--- src/rtl/com_fifo_wr_rr_arb.sv ---
// Round-robin packet arbiter that lets NUM_REQ producers share one sync-FIFO write port.
// Optional statistics counters are enabled with the COM_FIFO_WR_ARB_STAT_EN macro.
module com_fifo_wr_rr_arb #(
    parameter int  NUM_REQ = 4,
    parameter int  DW      = 8,
    localparam int IW      = $clog2(NUM_REQ)
) (
    input  logic                  clk_i,
    input  logic                  rst_i,
    input  logic                  clear_i,
    input  logic [NUM_REQ-1:0]    req_vld_i,
    input  logic [NUM_REQ-1:0]    req_last_i,
    input  logic [NUM_REQ*DW-1:0] req_data_i,
    output logic [NUM_REQ-1:0]    req_rdy_o,
    output logic                  fifo_wr_en_o,
    output logic [DW-1:0]         fifo_wr_data_o,
    input  logic                  fifo_wr_full_i,
    output logic [IW-1:0]         grant_id_o,
    output logic                  grant_vld_o
`ifdef COM_FIFO_WR_ARB_STAT_EN
    ,
    output logic [NUM_REQ*16-1:0] stat_pkt_cnt_o,
    output logic [15:0]           stat_stall_cnt_o
`endif
);

    typedef enum logic {IDLE = 1'b0, LOCK = 1'b1} state_e;

    state_e               state_q;
    logic [IW-1:0]        rr_ptr_q;
    logic [IW-1:0]        owner_q;

    logic                 flush_s;
    logic                 win_found_s;
    logic [IW-1:0]        win_idx_s;
    logic [IW-1:0]        sel_s;
    logic                 sel_vld_s;
    logic [NUM_REQ-1:0]   req_rdy_s;
    logic                 acc_s;
    logic                 acc_last_s;
    logic [IW-1:0]        next_ptr_s;

    // Round-robin search for the first valid requester starting at rr_ptr.
    always_comb begin
        win_found_s = 1'b0;
        win_idx_s   = '0;
        for (int k = 0; k < NUM_REQ; k++) begin
            if (!win_found_s && req_vld_i[(int'(rr_ptr_q) + k) % NUM_REQ]) begin
                win_found_s = 1'b1;
                win_idx_s   = IW'((int'(rr_ptr_q) + k) % NUM_REQ);
            end else begin
                win_found_s = win_found_s;
            end
        end
    end

    // Port selection, handshake and FIFO write path (zero-latency pass-through).
    always_comb begin
        flush_s   = rst_i | clear_i;
        req_rdy_s = '0;
        if (state_q == LOCK) begin
            sel_s     = owner_q;
            sel_vld_s = 1'b1;
        end else begin
            sel_s     = win_idx_s;
            sel_vld_s = win_found_s;
        end
        if (sel_vld_s && !fifo_wr_full_i && !flush_s) begin
            req_rdy_s[sel_s] = 1'b1;
        end else begin
            req_rdy_s = '0;
        end
        acc_s      = req_vld_i[sel_s] & req_rdy_s[sel_s];
        acc_last_s = acc_s & req_last_i[sel_s];
        // Explicit wrap so non-power-of-two NUM_REQ returns to 0 after the last index.
        if (int'(sel_s) == NUM_REQ - 1) begin
            next_ptr_s = '0;
        end else begin
            next_ptr_s = sel_s + IW'(1);
        end
        if (acc_s) begin
            fifo_wr_data_o = req_data_i[int'(sel_s)*DW +: DW];
        end else begin
            fifo_wr_data_o = '0;
        end
        if (sel_vld_s && !flush_s) begin
            grant_id_o = sel_s;
        end else begin
            grant_id_o = '0;
        end
        req_rdy_o    = req_rdy_s;
        fifo_wr_en_o = acc_s;
        grant_vld_o  = (state_q == LOCK) && !flush_s;
    end

    // Arbitration FSM: a packet locks the port from its first accepted beat to its last.
    always_ff @(posedge clk_i) begin
        if (flush_s) begin
            state_q  <= IDLE;
            rr_ptr_q <= '0;
            owner_q  <= '0;
        end else begin
            case (state_q)
                IDLE: begin
                    if (acc_last_s) begin
                        rr_ptr_q <= next_ptr_s;
                    end else if (acc_s) begin
                        state_q <= LOCK;
                        owner_q <= sel_s;
                    end else begin
                        state_q <= IDLE;
                    end
                end
                LOCK: begin
                    if (acc_last_s) begin
                        state_q  <= IDLE;
                        rr_ptr_q <= next_ptr_s;
                    end else begin
                        state_q <= LOCK;
                    end
                end
                default: begin
                    state_q <= IDLE;
                end
            endcase
        end
    end

`ifdef COM_FIFO_WR_ARB_STAT_EN
    logic [NUM_REQ*16-1:0] pkt_cnt_q;
    logic [15:0]           stall_cnt_q;

    // Saturating packet and stall counters.
    always_ff @(posedge clk_i) begin
        if (flush_s) begin
            pkt_cnt_q   <= '0;
            stall_cnt_q <= 16'h0000;
        end else begin
            if (acc_last_s && (pkt_cnt_q[int'(sel_s)*16 +: 16] != 16'hFFFF)) begin
                pkt_cnt_q[int'(sel_s)*16 +: 16] <= pkt_cnt_q[int'(sel_s)*16 +: 16] + 16'd1;
            end else begin
                pkt_cnt_q <= pkt_cnt_q;
            end
            if ((|req_vld_i) && fifo_wr_full_i && (stall_cnt_q != 16'hFFFF)) begin
                stall_cnt_q <= stall_cnt_q + 16'd1;
            end else begin
                stall_cnt_q <= stall_cnt_q;
            end
        end
    end

    assign stat_pkt_cnt_o   = pkt_cnt_q;
    assign stat_stall_cnt_o = stall_cnt_q;
`endif

endmodule
--- config.mk ---
export PLATFORM = sky130hd
export DESIGN_NAME = com_fifo_wr_rr_arb
export DESIGN_NICKNAME = d
export VERILOG_FILES = /design/src/rtl/com_fifo_wr_rr_arb.sv
export SDC_FILE = /design/constraint.sdc
export NUM_CORES = 1
export LEC_CHECK = 0
export BUFFER_PORTS_ARGS = -buffer_cell sky130_fd_sc_hd__buf_2
export CAP_MARGIN = 10
export CORE_ASPECT_RATIO = 1.4
export CORE_MARGIN = 2
export CORE_UTILIZATION = 43
export DETAILED_ROUTE_END_ITERATION = 16
export MAX_ROUTING_LAYER = met4
export PLACE_DENSITY = 0.95
export SYNTH_ARGS = -nofsm -noshare
export SYNTH_HDL_FRONTEND = slang
export SYNTH_SLANG_ARGS = --single-unit
--- constraint.sdc ---
create_clock -name clk_i -period 10 [get_ports clk_i]
set_input_delay 2.5 -clock clk_i [delete_from_list [all_inputs] [get_ports clk_i]]
set_output_delay 2.5 -clock clk_i [all_outputs]
set_load 0.02 [all_outputs]
==> results_dict.tcl <==
set metrics [dict create \
    outcome "completed" \
    timing_worst_slew_pin_value_ns 0.962 \
    synthFlopType "sky130_fd_sc_hd__dfxtp_1" \
    dr.first_iter.drc_count 19 \
    drv.max_cap_violation_count 0 \
    flow.area_growth_from_synthesis_pct 39.8 \
    via_count 1013 \
    floorplan.die_area_um2 2240 \
    worst_r2r_startpoint "rr_ptr_q[0]$_SDFFE_PP0P_" \
    layout.nets 198 \
    setup_viol 0 \
    clkSlewWorstSetupHoldPaths_ns 0.04 \
    route.detailed.vias_per_inst 5.89 \
    root_driver "sky130_fd_sc_hd__clkbuf_4" \
    placeableCoreArea_um2 1760 \
    cts_tree "built" \
    synth.yosys.seq_area_share_pct 12.4 \
    vdd_ir_drop_max_mv 0.0667 \
    peak_clock_frequency_supported_by_timing_mhz 124 \
    syn-num-nets 138 \
    critPathLaunchType "input port" \
    skew_ns 0.00141 \
    normalized_max_slew_margin_pct 35.6 \
    crit_family "simple AND/OR/NAND/NOR gates" \
    grt_start_max_net_pins 14 \
    setup_repair_after_global_routing_missed_its_margin "false" \
    boundaryPins 60 \
    dieWidth_um 40.6 \
    leakagePower_nw 0.570 \
    grt_pass1_wl_um 3850 \
    worst_setup_path_endpoint "fifo_wr_data_o[3]" \
    cts_inserted_buffers 3 \
    insertedDiodeCount 0 \
    holdWs_ns 0.467 \
    hold_violations 0 \
    post-route-period-util_pct 80.8 \
    port_buffers 59 \
    total_power_after_layout_uw 88.3 \
    worstHoldPathType "reg2reg" \
    drt_wl_total_um 2590 \
    power_density_nw_per_um2 78.3 \
    setup.reg_to_reg.worst_slack_ns 6.37 \
    post-route-drc-count 0 \
    grt_pass1_vias 987 \
    maxSlewViolCount 0 \
    setup.worst_path.start "req_vld_i[1]" \
    cpMaxStageDelayCell "sky130_fd_sc_hd__nor2_1" \
    ys_seq_elements 5 \
    crit_buf_inv 2 \
    cts_resized 0 \
    fin_setup_tns_ns 0 \
    post_cts_buffers 0 \
    antenna_found_initial 0 \
    ant_nets 0 \
    cp.arrival_ns 5.58 \
    fillers 154 \
    worst_path_largest_cell_delay_ns 0.74 \
    netlist_area_um2 807 \
    syn-instance-count 93 \
    worstSetupPathDepth 12 \
    place_hpwl_um 2170 \
    layout-drive-gt1-share_pct 50.7 \
    async_flop_share_pct 0 \
    worst-r2r-cell-count 11 \
    timing.setup.critical_path_class "in2out" \
    post-route-util_pct 64.2 \
    crit-reg2reg-capture "owner_q[1]$_SDFFE_PP0P_" \
    hold_buf_count_cts 0 \
    clkSinkCount 5 \
    required_ns 7.50 \
    grt.total_usage_pct 24.3 \
    number_of_detailed_route_iterations_in_the_first_pass 4 \
    initial_core_util_pct 45.9 \
    worst_path_maximum_fanout 13 \
    number_of_different_library_cells_in_the_post_synthesis_netlist 38 \
    period_needed_ns 8.08 \
    clk-insertion-delay-late_ns 0.25 \
    rows 18 \
    synth-edff-count 0 \
    die_height_um 55.3 \
    syn_area_per_cell_um2 8.68 \
    globalplace.congestion 0.916 \
    wl_per_cell_um 15.0 \
    cts.htree.levels 1 \
    crit_end_category "output pin" \
    crit_chain "buf_2 > nand2b_1 > o221a_1 > o211a_1 > nor2_1 > ha_1 > nand2_1 > a31oi_1 > a2bb2oi_1 > a31oi_1 > nor2b_1 > buf_2" \
    globalRouteOverflowTotal 0 \
    yosys_warnings 0 \
    clockBufferDepth 2 \
]
-- cells in the mapped netlist (all sizes together), types with 2 or more instances --
| library cell | count | area share (%) |
|---|---|---|
| nor2b | 10 | 7.8 |
| mux4 | 9 | 25 |
| nor2 | 8 | 3.7 |
| inv | 7 | 3.6 |
| nand2 | 7 | 3.3 |
| dfxtp | 5 | 12 |
| nand2b | 5 | 4.2 |
| buf | 4 | 3.1 |
| mux2i | 4 | 5.0 |
| nor3 | 4 | 2.5 |
| or3 | 3 | 2.9 |
| a31oi | 2 | 1.6 |
| nand3 | 2 | 1.2 |
| o211a | 2 | 2.5 |
| o21ai | 2 | 1.2 |
| or4 | 2 | 1.9 |
-- worst min path at each step --
stage	startpoint	endpoint	slack, ns	cells past startpoint
floorplan	owner_q[1]$_SDFFE_PP0P_	owner_q[1]$_SDFFE_PP0P_	0.44	2
global placement	owner_q[1]$_SDFFE_PP0P_	owner_q[1]$_SDFFE_PP0P_	0.45	2
detailed placement	owner_q[0]$_SDFFE_PP0P_	owner_q[0]$_SDFFE_PP0P_	0.47	2
CTS	owner_q[0]$_SDFFE_PP0P_	owner_q[0]$_SDFFE_PP0P_	0.47	2
global route	owner_q[0]$_SDFFE_PP0P_	owner_q[0]$_SDFFE_PP0P_	0.51	2
finish	owner_q[0]$_SDFFE_PP0P_	owner_q[0]$_SDFFE_PP0P_	0.47	2
-- tightest hold or removal path, delay by kind of cell, from the launching register on --
kind	cells	cell delay, ns
multiplexers	1	0.05
AND/OR/NAND/NOR	1	0.05
flip-flops	1	0.31
-- cells in the final DEF, fill, tap and decap left out, types with 2 or more instances in the layout --
cell / synthesis / layout
sky130_fd_sc_hd__mux2i_1: 4 / 4
sky130_fd_sc_hd__buf_2: 2 / 59
sky130_fd_sc_hd__or4_1: 2 / 2
sky130_fd_sc_hd__nand3_1: 2 / 2
sky130_fd_sc_hd__dfxtp_1: 5 / 5
sky130_fd_sc_hd__a31oi_1: 2 / 2
sky130_fd_sc_hd__nor2b_1: 10 / 10
sky130_fd_sc_hd__nor3_1: 4 / 4
sky130_fd_sc_hd__or3_1: 2 / 2
sky130_fd_sc_hd__nand2b_1: 4 / 4
sky130_fd_sc_hd__o211a_1: 2 / 2
sky130_fd_sc_hd__o21ai_1: 2 / 2
sky130_fd_sc_hd__mux4_2: 9 / 9
sky130_fd_sc_hd__nand2_1: 7 / 7
sky130_fd_sc_hd__nor2_1: 8 / 8
sky130_fd_sc_hd__inv_1: 5 / 5
sky130_fd_sc_hd__clkbuf_4: 0 / 3
-- where the power goes --
group,switching [mW],internal (mW)
Combinational,0.0201,0.0230
Sequential,0.000759,0.0205
Clock,0.00877,0.0151
Total,0.0297,0.0587
-- cell type report --
type / count / area (um^2) / share of cell area, %
clock buffer: 4 / 26.3 / 2.33
inverter: 7 / 28.8 / 2.55
multi-input combinational: 77 / 653 / 57.9
sequential: 5 / 100 / 8.87
tap: 20 / 25.0 / 2.22
timing repair buffer: 59 / 295 / 26.2
-- logic make-up (layout without fill, tap and decap cells) --
family / Yosys count / count (layout) / share of synthesized area (%)
simple gates: 48 / 48 / 34.3
compound gates: 15 / 15 / 15.0
mux: 13 / 13 / 30.1
buf+inv: 11 / 70 / 6.67
flops: 5 / 5 / 12.4
fa+ha+maj: 1 / 1 / 1.55
-- metal layers --
| layer | wire length [um] | global-route usage (%) | vias up |
|---|---|---|---|
| li1 | - | - | 473 |
| met1 | 916 | 25.2 | 457 |
| met2 | 1260 | 40.8 | 75 |
| met3 | 345 | 6.02 | 8 |
| met4 | 63 | 9.52 | 0 |
| met5 | 0 | - | - |
-- metrics by stage --
step	cell area, um^2	worst slack [ns]	std cells
after floorplan	807	2.81	93
after global placement	1100	2.14	168
after detailed placement	1100	1.92	168
after CTS	1130	1.92	172
after global routing	1130	1.60	172
final	1130	1.92	172
Note: power is estimated with default switching activity, not from simulation.
